File: src/rtl/mips_mem_pkg.sv
// Shared types and helpers for the memory-stage load/store unit.
//   mem_op_e    : operation code driven by the memory stage
//   lsu_state_e : LSU control state (idle / sub-word store write-back)
//   mem_size_e  : access size derived from the operation
//   is_store()  : true for SB/SH/SW
//   op_size()   : byte / halfword / word size of an operation
package mips_mem_pkg;

    typedef enum logic [2:0] {
        LB  = 3'd0,
        LH  = 3'd1,
        LW  = 3'd2,
        LBU = 3'd3,
        LHU = 3'd4,
        SB  = 3'd5,
        SH  = 3'd6,
        SW  = 3'd7
    } mem_op_e;

    typedef enum logic {
        S_IDLE = 1'b0,
        S_WR   = 1'b1
    } lsu_state_e;

    typedef enum logic [1:0] {
        SZ_B = 2'd0,
        SZ_H = 2'd1,
        SZ_W = 2'd2
    } mem_size_e;

    function automatic logic is_store(input mem_op_e op);
        return (op == SB) || (op == SH) || (op == SW);
    endfunction

    function automatic mem_size_e op_size(input mem_op_e op);
        case (op)
            LB, LBU, SB: return SZ_B;
            LH, LHU, SH: return SZ_H;
            default:     return SZ_W;
        endcase
    endfunction

endpackage

File: src/rtl/lsu_lane_align.sv
// Combinational lane steering for the load/store unit (little-endian lanes).
//   op       : memory operation (selects size and sign/zero extension)
//   off      : byte offset addr[1:0]
//   rd_word  : word read from memory
//   sdata    : low 16 bits of the store value
//   load_ext : addressed lane of rd_word, extended to WIDTH
//   merged   : rd_word with the addressed byte/halfword replaced by sdata
module lsu_lane_align
    import mips_mem_pkg::*;
#(
    parameter int unsigned WIDTH = 32
) (
    input  mem_op_e          op,
    input  logic [1:0]       off,
    input  logic [WIDTH-1:0] rd_word,
    input  logic [15:0]      sdata,
    output logic [WIDTH-1:0] load_ext,
    output logic [WIDTH-1:0] merged
);

    logic [4:0]       sh;
    logic [WIDTH-1:0] shifted;
    logic [7:0]       lane_b;
    logic [15:0]      lane_h;
    logic             sext;
    logic [WIDTH-1:0] mask;
    logic [WIDTH-1:0] ins;

    // Halfword accesses are only ever issued with off[0]=0, so one shift covers both sizes.
    assign sh      = {off, 3'b000};
    assign shifted = rd_word >> sh;
    assign lane_b  = shifted[7:0];
    assign lane_h  = shifted[15:0];
    assign sext    = (op == LB) || (op == LH);

    always_comb begin
        load_ext = rd_word;
        mask     = '0;
        ins      = '0;
        case (op_size(op))
            SZ_B: begin
                load_ext = {{(WIDTH-8){sext & lane_b[7]}}, lane_b};
                mask     = WIDTH'(8'hFF) << sh;
                ins      = WIDTH'(sdata[7:0]) << sh;
            end
            SZ_H: begin
                load_ext = {{(WIDTH-16){sext & lane_h[15]}}, lane_h};
                mask     = WIDTH'(16'hFFFF) << sh;
                ins      = WIDTH'(sdata) << sh;
            end
            default: begin
                load_ext = rd_word;
                mask     = '0;
                ins      = '0;
            end
        endcase
    end

    assign merged = (rd_word & ~mask) | (ins & mask);

endmodule

File: src/rtl/mem_lsu.sv
// Memory-stage load/store unit in front of a word-addressed data memory without byte enables.
// Sub-word loads are extracted and extended from the read word; sub-word stores use a
// read-modify-write (read + stall, then write the merged word). Misaligned halfword/word
// accesses are dropped and flagged. Load results are registered toward writeback.
//   clk, rst           : clock, synchronous active-high reset
//   req_valid, mem_op  : request strobe and operation
//   addr, store_data   : byte address and store value
//   stall              : pipeline must hold its inputs this cycle
//   load_data/valid    : registered extended load result and 1-cycle valid pulse
//   misalign           : 1-cycle pulse after a misaligned request
//   bounds_err         : (LSU_BOUNDS_CHECK_EN only) 1-cycle pulse after an out-of-range request
//   MemRead/MemWrite/Address/WD/RD : data memory interface, RD valid after negedge
// Optional build macro: LSU_BOUNDS_CHECK_EN enables the out-of-range fault check.
module mem_lsu
    import mips_mem_pkg::*;
#(
    parameter int unsigned WIDTH  = 32,
    parameter int unsigned DEPTHI = 16
) (
    input  logic             clk,
    input  logic             rst,
    input  logic             req_valid,
    input  mem_op_e          mem_op,
    input  logic [WIDTH-1:0] addr,
    input  logic [WIDTH-1:0] store_data,
    output logic             stall,
    output logic [WIDTH-1:0] load_data,
    output logic             load_valid,
    output logic             misalign,
`ifdef LSU_BOUNDS_CHECK_EN
    output logic             bounds_err,
`endif
    output logic             MemRead,
    output logic             MemWrite,
    output logic [WIDTH-1:0] Address,
    output logic [WIDTH-1:0] WD,
    input  logic [WIDTH-1:0] RD
);

    lsu_state_e        state_q, state_d;
    logic [WIDTH-1:0]  merge_q;
    // Only the bits the memory decodes are kept for the write-back cycle.
    logic [DEPTHI-1:0] addr_q;

    logic             misal;
    logic             oob;
    logic             idle_req;
    logic             access_ok;
    logic             do_load;
    logic             do_merge;
    logic [WIDTH-1:0] load_ext;
    logic [WIDTH-1:0] merged;

    always_comb begin
        case (op_size(mem_op))
            SZ_H:    misal = addr[0];
            SZ_W:    misal = |addr[1:0];
            default: misal = 1'b0;
        endcase
    end

`ifdef LSU_BOUNDS_CHECK_EN
    assign oob = |addr[WIDTH-1:DEPTHI+2];
`else
    assign oob = 1'b0;
`endif

    assign idle_req  = (state_q == S_IDLE) && req_valid && !rst;
    assign access_ok = idle_req && !misal && !oob;
    assign do_load   = access_ok && !is_store(mem_op);
    assign do_merge  = access_ok && ((mem_op == SB) || (mem_op == SH));

    lsu_lane_align #(
        .WIDTH (WIDTH)
    ) u_align (
        .op       (mem_op),
        .off      (addr[1:0]),
        .rd_word  (RD),
        .sdata    (store_data[15:0]),
        .load_ext (load_ext),
        .merged   (merged)
    );

    always_comb begin
        state_d  = state_q;
        MemRead  = 1'b0;
        MemWrite = 1'b0;
        stall    = 1'b0;
        Address  = {2'b00, addr[WIDTH-1:2]};
        WD       = store_data;
        case (state_q)
            S_IDLE: begin
                if (access_ok) begin
                    if (!is_store(mem_op)) begin
                        MemRead = 1'b1;
                    end else if (mem_op == SW) begin
                        MemWrite = 1'b1;
                    end else begin
                        // Sub-word store: read the word now, write the merge next cycle.
                        MemRead = 1'b1;
                        stall   = 1'b1;
                        state_d = S_WR;
                    end
                end
            end
            S_WR: begin
                MemWrite = 1'b1;
                WD       = merge_q;
                Address  = WIDTH'(addr_q);
                state_d  = S_IDLE;
            end
            default: state_d = S_IDLE;
        endcase
        if (rst) begin
            MemRead  = 1'b0;
            MemWrite = 1'b0;
            stall    = 1'b0;
            state_d  = S_IDLE;
        end
    end

    always_ff @(posedge clk) begin
        if (rst) begin
            state_q    <= S_IDLE;
            load_data  <= '0;
            load_valid <= 1'b0;
            misalign   <= 1'b0;
            merge_q    <= '0;
            addr_q     <= '0;
`ifdef LSU_BOUNDS_CHECK_EN
            bounds_err <= 1'b0;
`endif
        end else begin
            state_q    <= state_d;
            load_valid <= do_load;
            misalign   <= idle_req && misal;
`ifdef LSU_BOUNDS_CHECK_EN
            // Misalignment wins when both faults are present.
            bounds_err <= idle_req && oob && !misal;
`endif
            if (do_load) begin
                load_data <= load_ext;
            end
            if (do_merge) begin
                merge_q <= merged;
                addr_q  <= addr[DEPTHI+1:2];
            end
        end
    end

endmodule

File: config.mk
export PLATFORM = sky130hd
export DESIGN_NAME = mem_lsu
export DESIGN_NICKNAME = d
export VERILOG_FILES = /design/src/rtl/mips_mem_pkg.sv /design/src/rtl/lsu_lane_align.sv /design/src/rtl/mem_lsu.sv
export SDC_FILE = /design/constraint.sdc
export NUM_CORES = 1
export LEC_CHECK = 0
export CORE_AREA = 3 3 106 129
export CTS_CLUSTER_DIAMETER = 40
export DETAILED_ROUTE_END_ITERATION = 10
export DIE_AREA = 0 0 109 132
export PLACE_DENSITY = 0.77
export SKIP_CTS_REPAIR_TIMING = 1
export SLEW_MARGIN = 30
export SYNTH_ARGS = -nofsm -noshare
export SYNTH_HDL_FRONTEND = slang
export SYNTH_SLANG_ARGS = --single-unit
File: constraint.sdc
create_clock -name clk -period 1.85 [get_ports clk]
set_input_delay 0.37 -clock clk [delete_from_list [all_inputs] [get_ports clk]]
set_output_delay 0.37 -clock clk [all_outputs]
set_load 0.02 [all_outputs]
# == Word level (Yosys, flattened, before mapping) ==
# Index checks and enable logic that the tools add are counted.
# W data, S select, Z words.
# word_totals
regBits,83
input_bits,102
# classes
eq_ne,8
n_shift,5
mux,22
bitwise,7
reduce_logical,17
# op_table
cell,n
$pmux W32 S2,3
$and A32 B32 Y32,2
$mux W32,1
$not A32 Y32,1
$or A32 B32 Y32,1
$shl A16 B5 Y32,1
$shl A16 B5 Y32 const A,1
$shl A8 B5 Y32,1
$shl A8 B5 Y32 const A,1
$shr A32 B5 Y16,1
$mux W30,1
$mux W1,13
$eq A3 B3 Y1 const B,4
$logic_and A1 B1 Y1,6
$pmux W1 S2,3
$reduce_or A3 Y1,2
$pmux W2 S2,1
$eq A3 B1 Y1 const B,1
$eq A3 B2 Y1 const B,1
$logic_not A1 Y1,3
$logic_not A3 Y1,1
$logic_or A1 B1 Y1,3
$and A1 B1 Y1,2
$eq A2 B1 Y1 const B,1
4 further kinds,4

# == Longest topological paths before layout ==
# Gate-level depths: netlist of the first run.
# depth
ltp_word,10
depth_mapped,9
ltp_nobuf,6

# == Modules after synthesis ==
# From an unflattened synthesis of the first run, not the netlist that was laid out.
# hier_totals
hier_cells,695
area_unflattened_um2,5641.7
# modules_own_cells
module,instances,cells_each,area_per_inst_um2,seq_area_each_um2
mem_lsu,1,447,3973.8,1661.6
lsu_lane_align,1,248,1667.8,0.0

# == Worst setup path after synthesis of the first run ==
# OpenSTA, ideal clock, no wires.
# synth_timing
kind,in2out
from,in addr[0]
to,out MemRead
t_arrival_ns,1.712
t_required_ns,1.480
path_slack_ns,-0.232
cell_stages,8
path_buffers,3
cell_sequence,buf_2 buf_2 inv_1 clkbuf_1 nor2_1 a21oi_1 o21ai_0 a21oi_1
# synth_between
elab_chain_cells,7
# synth_lines
item,line,text
start: declaration,mem_lsu.sv:24,"input logic [WIDTH-1:0] addr,"
$reduce_or A2 Y1,mem_lsu.sv:57,SZ_W: misal = |addr[1:0];
$pmux W1 S2 (*),mem_lsu.sv:55,case (op_size(mem_op))
$logic_not A1 Y1 (*),mem_lsu.sv:69,assign access_ok = idle_req && !misal && !oob;
$logic_and A1 B1 Y1 (*),mem_lsu.sv:69,
$mux W1 (*),mem_lsu.sv:93,if (access_ok) begin
$mux W1 (*),mem_lsu.sv:91,case (state_q)
$mux W1 (*),mem_lsu.sv:114,if (rst) begin
end: declaration,mem_lsu.sv:33,"output logic MemRead,"
# Every way passes the cells marked *; elsewhere a longest branch is shown, timed or not.

# == Worst setup path after layout of the first run ==
# layout_timing
from,reg state_q
to,out Address[1]
# layout_between
elab_chain_cells,1
# layout_lines
item,line,text
start: declaration,mem_lsu.sv:40,"lsu_state_e state_q, state_d;"
start signal: assignment,mem_lsu.sv:134,state_q <= state_d;
$mux W30,mem_lsu.sv:91,
end: declaration,mem_lsu.sv:35,"output logic [WIDTH-1:0] Address,"
# Every way passes these cells.

==> results of run 1 <==
-- layer usage --
metal  share of wire (%)  wire [µm]  vias up  GRT usage [%]
met4                 2.8        570        0           8.91
met1                  38       7820     2774           30.9
met2                  50      10300      325           43.3
li1                    -          -     2806              -
met5                   0          0        -              0
met3                 8.4       1710       55           5.63
-- worst min-delay path: stages (launching register included) --
cell and delay (ns):
dfxtp_1 0.31, nand2_1 0.05, a21oi_1 0.05
-- registers in the layout (all words and copies together) (netlist names) --
signal,flops
addr_q,16
misalign,1
load_valid,1
load_data,32
merge_q,32
state_q,1
-- per-stage QoR --
| step | TNS (ns) | area [µm²] | instances | util, % | total power [mW] |
|---|---|---|---|---|---|
| floorplan | -0.0274 | 5030 | 625 | - | 2.65 |
| detailed placement | -55.22 | 7800 | 1034 | 62.1 | 3.48 |
| finish | -2.31 | 8460 | 1067 | 67.4 | 5.30 |
| global placement | -50.56 | 7800 | 1034 | 62.1 | 3.46 |
| global route | -3.73 | 8460 | 1067 | 67.4 | 5.48 |
| CTS | -45.53 | 8090 | 1048 | 64.4 | 5.25 |
-- final timing paths --
path / start / end / slack, ns
worst min-delay path: merge_q[8]$_SDFFE_PP0P_ / merge_q[8]$_SDFFE_PP0P_ / 0.45
worst max register to register: state_q$_SDFF_PP0_ / merge_q[1]$_SDFFE_PP0P_ / 0.05
worst min register to register: merge_q[8]$_SDFFE_PP0P_ / merge_q[8]$_SDFFE_PP0P_ / 0.45
worst max-delay path: state_q$_SDFF_PP0_ / Address[1] / -0.15
-- Yosys cell counts, drive strengths merged --
master / instances / share of area [%]
a2111oi: 1 / 0.18
a211oi: 25 / 4.6
a21oi: 69 / 6.9
a221oi: 15 / 2.6
a22o: 2 / 0.35
a22oi: 1 / 0.15
a2bb2oi: 3 / 0.53
a31oi: 8 / 1.0
and2: 2 / 0.25
and3: 1 / 0.13
buf: 25 / 2.6
clkbuf: 36 / 2.7
conb: 1 / 0.075
dfxtp: 83 / 33
inv: 8 / 0.60
maj3: 1 / 0.20
mux2: 49 / 11
mux2i: 17 / 3.4
nand2: 97 / 7.3
nand2b: 6 / 0.76
nand3: 4 / 0.40
nand3b: 7 / 1.1
nand4: 8 / 1.0
nand4b: 8 / 1.4
nor2: 54 / 4.1
nor2b: 19 / 2.4
nor3: 11 / 1.3
nor3b: 1 / 0.25
nor4: 1 / 0.13
o211ai: 27 / 4.1
o21ai: 16 / 1.6
o221ai: 8 / 1.4
o22a: 1 / 0.18
o22ai: 2 / 0.25
o2bb2ai: 2 / 0.35
or4: 1 / 0.15
xnor2: 3 / 0.68
xor2: 1 / 0.18
-- area by class of cell --
class | count | share of cell area [%]
Timing Repair Buffer | 325 | 36.5
Tap cell | 164 | 2.43
Sequential cell | 83 | 19.7
Clock buffer | 12 | 2.91
Multi-Input combinational cell | 473 | 37.6
Inverter | 8 | 0.444
Clock inverter | 2 | 0.444
-- kinds of logic (layout without fill, tap and decap cells) --
group                    count (synthesis)  in the layout  synth area share (%)
AND/OR/NAND/NOR                        220            220                  20.7
AO/OA/AOI/OAI                          180            180                  24.3
flip-flops                              83             83                  33.4
buffers and inverters                   69            347                  5.97
multiplexers                            66             66                  14.5
XOR/XNOR                                 4              4                 0.856
adder cells (fa/ha/maj)                  1              1                 0.201
other                                    1              2                0.0755
-- power groups by stage --
stage	Sequential, mW	Combinational [mW]	Clock, mW
after global routing	1.91	1.71	1.86
after global placement	1.94	1.51	0
after detailed placement	1.94	1.54	0
after CTS	1.91	1.55	1.79
final	1.91	1.61	1.78
after floorplan	1.99	0.661	0
==> out/results.txt, run 1 <==
The area enclosed by the die boundary came out at 14400 µm². For the setup-violating endpoint count in the final report, the log shows 35. The dominant cell type by count on the critical path is buf_4. The total power density per cell area works out to 626 nW/µm².

The post-layout worst setup margin was -0.149 ns; the time the worst path needs with I/O delays and setup was 2.00 ns. Combinational logic burns 30.5% of the power. The critical-path cell with the highest stage delay was mux2_2. Routability-driven placement finished with a final weighted congestion of 0.918. In this run switching power makes up 29.4% of total power. The tightest hold path in the finished design has a slack of 0.450 ns. The post-route netlist has 30.5% of its cells at a drive strength greater than 1.

The tools report the via count of the first global-routing pass as 5693. Summing all multi-input logic gate instances after layout gives 3180 µm². Counting buffers and inverters, the worst setup path is 5 cells deep. The effective utilization at floorplan is 39.6%, and the level count of the clock H-tree is 3. In this run the tightest slew margin relative to its limit is 60.0%. The logs give 8 for the detailed-routing iteration count for the pre-antenna-repair pass and 0 for the total DRC errors in the routed layout. In this run the core area contains 45 standard-cell rows. The internal power consumption was 3.74 mW.

For the I/O pin count, the log shows 203. For the cell count after synthesis, the log shows 624. The floorplan step defined a core boundary enclosing 12600 µm². The number of max-cap violations was 0. No sink is reached through more buffers than the 2 on the longest clock path. Iteration-0 DRC count of the detailed router: 520. The min-delay analysis places its worst path in the category register to register. The fmax is 0.500 GHz. On the critical path the largest part of the delay comes from buffers and inverters. In this run the worst path has a maximum fanout of 13. From bottom edge to top edge, the die measures 132 µm.

The count of final max-slew check failures is 0, and the number of synthesized register bits is 83. After filler insertion, the fill cell instance count of the layout stands at 981. The later pin in the worst-skew pair is clocked with a latency of 0.34 ns. The longest individual stage delay on the worst path was 0.36 ns. Entering global routing, the biggest net connects 50 pins. In the final routed layout, each cell accounts on average for 19.1 µm. The final reports fail on setup timing. The overall overflow remaining after global route was 0; the number of antenna diodes was 0. The highest ir drop seen on vdd is 0.461 mV.

For the leakage power, the log shows 3.44 nW. In this run the mean area of a mapped cell was 7.96 µm². The run gives 83 as the number of clock sinks seen by CTS.

Arrival time at the worst endpoint: 1.63 ns. Global routing used 25.3% of the available tracks. The switching power summed over all nets came out at 1.55 mW.

The run gives 0 as the count of antenna-violating nets left after detailed routing. The part of the power in registers was 36.0%. The worst setup path is launched from a register. The count of final hold-check violations came out at 0. For the worst flop-to-flop path, the logic depth is 7.

For this run, the post-layout net count is 1002. Setup repair after global routing could not meet its margin everywhere. The total half-perimeter wirelength after legalization and detailed placement is 14.5 mm, and the worst clock skew on the final layout is 0.00441 ns.

Sequential cells were found to cover 33.4% of the synthesized design area. For the global-route wire length before repair, the log shows 29.3 mm. The number of different library cells used by synthesis comes to 44.

Leaving out fill and tap cells, the most frequent cell in the layout is clkdlybuf4s50_1. The post-synthesis instance area was 4970 µm²; the actual transition at the worst max-transition pin was 0.600 ns. Along the worst hold path, the cell count comes to 2. The number of antenna violations at the first check in global routing came out at 0. After clock tree synthesis, the clock-pin slew on the worst setup and hold paths is 0.06 ns.

The run finished, with violations left. The tools report the data required time of the critical path as 1.48 ns. In the finished design, the share of the clock period the worst path needs comes to 108%. Compared with the post-synthesis result, the final layout area differs by 70.2%. Summing all flip-flop and latch instances after layout gives 1660 µm². The run gives 9 as the number of CTS-inserted buffers. The die is 109 µm wide. STA classifies the critical path endpoint as a primary output. Yosys printed 0 warnings. The tools report the portion of total power attributed to the clock network as 33.5%. Counting both buffers and inverters, the worst setup path holds a total of 4.

Buffers placed on the I/O ports in this run total 200. The library cells used most frequently in the layout, excluding fill and tap cells, are clkdlybuf4s50_1 (128), buf_4 (105), nand2_1 (96). At the placement stage, the worst setup path has a slack of -0.804 ns. The signal on the critical path passes through buf_6 > buf_12 > buf_4 > mux2_2 > buf_4. The routed design has 20.4 mm of wire. CTS placed an instance of clkbuf_16 at the clock tree root.

The critical path class is register to primary output. The number of vias per cell was 5.59; the via count was 5960. TritonCTS built the clock tree.
No activity file was read; power rests on OpenSTA's default activity.
==> run 2: changes to the inputs <==
--- a/config.mk
+++ b/config.mk
@@ -9,7 +9,9 @@
 export CTS_CLUSTER_DIAMETER = 40
 export DETAILED_ROUTE_END_ITERATION = 10
 export DIE_AREA = 0 0 109 132
+export GPL_TIMING_DRIVEN = 0
 export PLACE_DENSITY = 0.77
+export REMOVE_ABC_BUFFERS = 1
 export SKIP_CTS_REPAIR_TIMING = 1
 export SLEW_MARGIN = 30
 export SYNTH_ARGS = -nofsm -noshare
==> run 2 against run 1 <==
  * The flow still finishes with violations (setup timing)
  * Total power decreased by 1.5%
  * Highest routed layer unchanged
  * Non-clock buffer count is 88 lower
  * Maximum frequency shrank 7.9%
  * Worst hold slack worse by 0.032 ns
==> out/results.txt, run 2 (same netlist as run 1, synthesis figures left out) <==
The leakage power came out at 3.03 nW. The largest fanout of any net on the critical path was 5. Dividing the final minimum period by the clock period gives 117%.

The first global-routing pass estimated 27.3 mm of wire. The area added between synthesis and finish was 58.1%. Worst slack at placement: -2.67 ns. The relative slew slack came out at 42.0%. The largest registers in the layout are load_data x32, merge_q x32, addr_q x16. In the layout the commonest cells are clkdlybuf4s50_1 (128), nand2_1 (95), dfxtp_1 (82). Including well taps, the total number of placed cells is 933. The hold slack was 0.418 ns. Leaving out fill and tap cells, the most frequent cell in the layout is clkdlybuf4s50_1. The clock transition time at the flip-flop clock pins of the worst setup and hold paths was 0.06 ns.

Entering global routing, the biggest net connects 58 pins. Setup violations remaining at the end of the flow were counted as 89. The filler cell count is 1091, and the maximum buffer depth of the clock tree is 2.

The CTS root buffer was clkbuf_16. The share of layout cells above drive strength 1 works out to 24.7%. The count of placed standard cells in the final layout, fillers left out is 987, and the number of max-cap violations is 0.

The placed instances occupy a cell area of 7020 µm². In this run, CTS created clock tree buffers numbering 9. The run gives 0 as the total DRC errors in the routed layout. For the via count of the first global-routing pass, the log shows 5204. During I/O placement, the number of pins put on the boundary was 203. At the pin with the least slew margin, the transition time is 0.868 ns. The worst setup path is launched from a register. Overall overflow remaining after global route: 0. The time the worst path needs with I/O delays and setup was 2.17 ns. In this run the power density over the cells is 664 nW/µm². The logs give 45 for the number of rows in the core area and 23.8% for the overall fraction of global-route tracks in use.

The die covers 14400 µm². The tools report the count of final max-slew check failures as 0. The logs give -5.71 ns for the setup TNS and 6 for the detailed-routing iteration count for the pre-antenna-repair pass. For the final database, setup skew stands at 0.00806 ns.

The run gives 12600 µm² as the area inside the core boundary. The routed wire length per instance came out at 20.1 µm. The wire-length estimate of the detail-placed layout is 13.0 mm. The critical path in this run is classified as register to primary output. The highest ir drop seen on vdd was 0.386 mV. The logs give 0.923 for the routability-driven placement congestion ratio and 1.48 ns for the data required time of the critical path.

The wire length reported by the detailed router came out at 19.9 mm. The checks that failed: setup timing. The endpoint class of the critical path was a primary output.

Die boundary height: 132 µm. The number of vias per cell was 5.81. The number of antenna diodes in the final layout is 0. The latest clock arrival within the worst-skew pair was 0.34 ns.

Setup repair after global routing could not meet its margin everywhere. The number of port buffers came out at 200. The via count was 5737; the final design area excluding fillers was 7860 µm². The logs give 1.80 ns for the arrival time at the worst endpoint and 0 for the number of antenna violations at the first check in global routing.

The final layout contains 920 nets. The tools report the iteration-0 DRC count of the detailed router as 482. The H-tree was split into 3 levels.

Derived from the worst setup path, the maximum achievable clock frequency is 0.461 GHz. TritonCTS built the clock tree. From left edge to right edge, the die measures 109 µm.

For this configuration, the core starts out at a cell density of 39.6%. The count of final hold-check violations came out at 0. The run finished, with violations left. Clock tree synthesis found a total of 83 sinks.

The path class of the tightest hold or removal check is input pin to register. The post-layout worst setup margin was -0.320 ns; the count of antenna-violating nets left after detailed routing was 0.
-- run 2: layout make-up --
| cell class | instances | area, µm² | share of cell area [%] |
|---|---|---|---|
| inverter | 8 | 72.6 | 0.924 |
| tap | 164 | 205 | 2.61 |
| timing repair inverter | 5 | 85.1 | 1.08 |
| clock inverter | 4 | 48.8 | 0.621 |
| sequential | 83 | 1670 | 21.2 |
| multi-input combinational | 474 | 3220 | 41.0 |
| clock buffer | 12 | 256 | 3.27 |
| timing repair buffer | 237 | 2300 | 29.3 |
-- run 2: layer usage --
| metal | up-vias | wire [µm] | global-route usage, % |
|---|---|---|---|
| met5 | - | 0 | 0 |
| met4 | 0 | 697 | 8.42 |
| met3 | 59 | 1870 | 4.61 |
| met2 | 324 | 9620 | 41.0 |
| met1 | 2695 | 7660 | 29.2 |
| li1 | 2659 | - | - |
-- run 2: metrics by stage --
stage / utilization, % / power, mW
final: 62.6 / 5.21
after global routing: 62.6 / 5.38
after CTS: 58.3 / 5.12
after detailed placement: 55.9 / 3.30
after global placement: 55.1 / 3.26
after floorplan: - / 2.55
-- run 2: worst paths after layout --
check / from / endpoint / slack, ns / cells after the start
hold / removal: mem_op[2] / misalign$_SDFF_PP0_ / 0.42 / 2
setup / recovery: state_q$_SDFF_PP0_ / stall / -0.32 / 5
hold reg to reg: merge_q[13]$_SDFFE_PP0P_ / merge_q[13]$_SDFFE_PP0P_ / 0.45 / 2
setup reg to reg: state_q$_SDFF_PP0_ / merge_q[21]$_SDFFE_PP0P_ / -0.17 / 8
-- run 2: power by group --
| part | switching (mW) | total, mW | internal [mW] |
|---|---|---|---|
| clock | 0.737 | 1.85 | 1.12 |
| sequential | 0.0418 | 1.90 | 1.86 |
| combinational | 0.784 | 1.46 | 0.672 |
| total | 1.56 | 5.21 | 3.65 |
-- run 2: critical path, stage by stage, from the launching register on --
cell and delay, ns:
dfxtp_4 0.39, buf_6 0.14, or4_4 0.58, buf_16 0.18, clkinv_16 0.05, buf_8 0.09
==> run 3: changes to the inputs <==
--- a/config.mk
+++ b/config.mk
@@ -12,8 +12,8 @@
 export GPL_TIMING_DRIVEN = 0
 export PLACE_DENSITY = 0.77
 export REMOVE_ABC_BUFFERS = 1
-export SKIP_CTS_REPAIR_TIMING = 1
-export SLEW_MARGIN = 30
+export SKIP_LAST_GASP = 1
+export SLEW_MARGIN = 25
 export SYNTH_ARGS = -nofsm -noshare
 export SYNTH_HDL_FRONTEND = slang
 export SYNTH_SLANG_ARGS = --single-unit
==> run 3 against run 2 <==
  * The run still ends with setup timing left
  * Setup slack gained 0.15 ns
  * Final cell count fell by 0.81%
  * Global-route usage rose by 2.3 points
  * Highest routed layer unchanged
  * Routed wire length grew 2.8%
  * Clock skew decreased by 0.0046 ns
  * Critical path depth up 2
  * Worst hold slack lost 0.057 ns
  * Sequential share of layout area decreased by 0.19 points
  * Die area stayed put
  * Sequential cell count is the same
  * Clock power down 8%
==> out/results.txt, run 3 (same netlist as run 1, synthesis figures left out) <==
The run finished, with violations left. The final reports fail on setup timing. For the worst-skew pair, the clock arrives at the later sink with an insertion delay of 0.33 ns. The area inside the core boundary is 12600 µm², and the switching power share of the total is 29.9%. The worst hold path terminates at misalign$_SDFF_PP0_. The logic depth of the worst register-to-register path was 6.

Dividing total power by cell area gives a power density of 643 nW/µm². Of the cells placed in the final design, the portion with a size suffix greater than 1 is 21.8%. Relative to the synthesized area, the layout overhead comes to 59.5%.

TritonCTS built the clock tree. The run gives 7930 µm² as the final design area excluding fillers. On the critical path, the stage with the largest delay is an instance of or4_4. For met1 alone, demand over resource in global routing was 31.4%.

The smallest clock period supported by the final layout is computed as 2.02 ns. The filler cells instantiated in the layout total 1069. Derived from the worst setup path, the maximum achievable clock frequency is 0.495 GHz. For this configuration, the core starts out at a cell density of 39.6%. The logs give 0 for the total DRC errors in the routed layout and 0 for the number of antenna diodes. The H-tree was split into 3 levels. On the final layout, the worst clock skew is 0.00348 ns. Clock tree synthesis inserted a total of 9 buffers. The top cell types in the final layout, fill and taps aside, are clkdlybuf4s50_1 (125), nand2_1 (95), dfxtp_1 (82). CTS placed an instance of clkbuf_16 at the clock tree root. In this run the number of cells on the critical path is 7. Capture instance of the worst register-to-register path: merge_q[23]$_SDFFE_PP0P_.

The logs give 35 for the setup-violating endpoint count in the final report and 203 for the I/O pin count. In this run the worst path has a maximum fanout of 24. In this run the most critical hold path is launched from mem_op[2]. met2 is the most crowded layer. The worst register-to-register path has a setup slack of 0.03 ns. Buffers inserted to repair hold after CTS numbered 0. Summing all placed instances gives a cell area of 7010 µm². For the worst setup path, the data arrival time is 1.65 ns. The run gives 0 as the count of final hold-check violations. For this run, the post-layout net count is 913.

The final route contains 5732 vias. Leaving out fill and tap cells, the most frequent cell in the layout is clkdlybuf4s50_1. The top cell family by delay on the critical path is simple AND/OR/NAND/NOR gates. Across every metal layer, demand over resource in global routing totals 26.1%.

The worst path uses 109% of the clock period. In the global route stage, met3 resource usage came out at 5.14%. The nature of the critical path startpoint is an input pin. The logs give 0 for the count of antenna-violating nets left after detailed routing and 481 for the iteration-0 DRC count of the detailed router. The logs give 1.52 mW for the switching power summed over all nets and 5 for the detailed-routing iteration count for the pre-antenna-repair pass. Routed wire length per instance: 20.8 µm.

Setup repair after global routing could not meet its margin everywhere. STA classifies the critical path endpoint as a primary output. No sink is reached through more buffers than the 2 on the longest clock path. The post-layout worst setup margin is -0.171 ns. The completed layout was analyzed and its total power is 5.10 mW. The tool flagged a number of max-cap violations equal to 0. The tools report the number of antenna violations at the first check in global routing as 0. The critical path in this run is classified as input pin to primary output. For the pin with the worst max-slew slack, the measured transition is 0.776 ns.

On the worst path, the slowest cell contributes a delay of 0.53 ns. In this run, the clock network consumes 33.4% of the power. Row generation in the floorplan step produced 45 rows. The clock net in this run drives a total of 83 sinks. The routability-driven placement congestion ratio came out at 0.923.

The run gives 44.3% as the global routing usage on met2. The final layout contains routed wiring with a total length of 20.4 mm. The via count of the first global-routing pass is 5488. IR analysis of the VDD net gives a maximum drop of 0.409 mV. The critical path contains buffers and inverters numbering 4 combined.

The relative slew slack was 47.8%. The die width is 109 µm. The min-delay analysis places its worst path in the category input pin to register.

The analysis attributes to cell leakage a power of 2.94 nW. After global routing the overflow that remains totals 0. The first global-routing pass estimated 29.6 mm of wire.

The tools report the internal power consumption as 3.57 mW. Entering global routing, the biggest net connects 55 pins. Cell total after placement: 932. The largest registers in the layout are load_data x32, merge_q x32, addr_q x16. Sequential cells account for 37.4% of the total power.

The run gives 0 as the count of final max-slew check failures. The share of power burned in combinational logic is 29.2%, and the clock transition time at the flip-flop clock pins of the worst setup and hold paths is 0.06 ns. At the worst endpoint, the required time is 1.48 ns. The wire-length estimate of the detail-placed layout is 13.0 mm. The tools report the area enclosed by the die boundary as 14400 µm².

After detailed routing, the number of vias per cell comes to 5.85. Along the worst hold path, the cell count comes to 2. In this run the critical register-to-register path is launched from state_q$_SDFF_PP0_. For this run, the number of standard cells in the final layout without fillers is 979. The critical path goes through buf_6 > nor2_4 > mux2i_4 > or4_4 > buf_16 > inv_16 > buf_8. The die is 132 µm tall.

Buffers placed on the I/O ports in this run total 200.
[run 3: changes by cell type in the layout (fill, tap and decap cells not counted), sizes merged, moves of 7 or more]
cell	delta
buf	-22
dlygate4sd2	+28
clkdlybuf4s15	+8
dlymetal6s2s	-18
clkinv	-7
[run 3: worst max path at each step]
stage / startpoint / end
6_report: mem_op[0] / stall
5_1_grt: mem_op[0] / stall
4_1_cts: state_q$_SDFF_PP0_ / stall
3_5_place_dp: mem_op[0] / stall
3_3_place_gp: rst / stall
2_1_floorplan: state_q$_SDFF_PP0_ / merge_q[0]$_SDFFE_PP0P_
[run 3: layout make-up]
| class | instances | area, µm² | share of cell area (%) |
|---|---|---|---|
| flip-flops and latches | 83 | 1670 | 21.0 |
| repair inverters | 4 | 52.6 | 0.663 |
| multi-input cells | 475 | 3250 | 41.0 |
| well taps | 164 | 205 | 2.59 |
| clock buffers | 14 | 274 | 3.46 |
| repair buffers | 230 | 2410 | 30.4 |
| inverters | 8 | 62.6 | 0.789 |
| clock inverters | 1 | 7.51 | 0.0947 |
[run 3: layer usage]
layer	wire [µm]	share of wire (%)	vias up
met3	1890	9.3	52
met2	10100	50	320
li1	-	-	2643
met5	0	0	-
met1	7710	38	2717
met4	687	3.4	0
[run 3: repair_timing]
action                                  4_1_cts  5_1_grt
endpoints found under the setup margin      147      136
setup buffers                                12        7
gates resized for setup                     160      124
pin swaps                                     2        5
cloned                                        7        6
[run 3: power by group through the flow]
stage          combinational, mW  clock, mW  sequential (mW)
5_1_grt                     1.58       1.80             1.91
2_1_floorplan              0.551          0             2.00
4_1_cts                     1.37       1.73             1.90
3_5_place_dp                1.35          0             1.94
6_report                    1.49       1.70             1.90
3_3_place_gp                1.31          0             1.95
[run 3: through the flow]
| step | hold WS (ns) | worst slack (ns) | TNS [ns] | util (%) |
|---|---|---|---|---|
| floorplan | 0.422 | -1.68 | -145.85 | - |
| global placement | 0.438 | -4.58 | -402.79 | 55.1 |
| detailed placement | 0.443 | -3.01 | -178.67 | 55.8 |
| CTS | 0.404 | -0.282 | -12.29 | 60.1 |
| global route | 0.367 | -0.190 | -6.37 | 63.1 |
| finish | 0.361 | -0.171 | -4.34 | 63.1 |
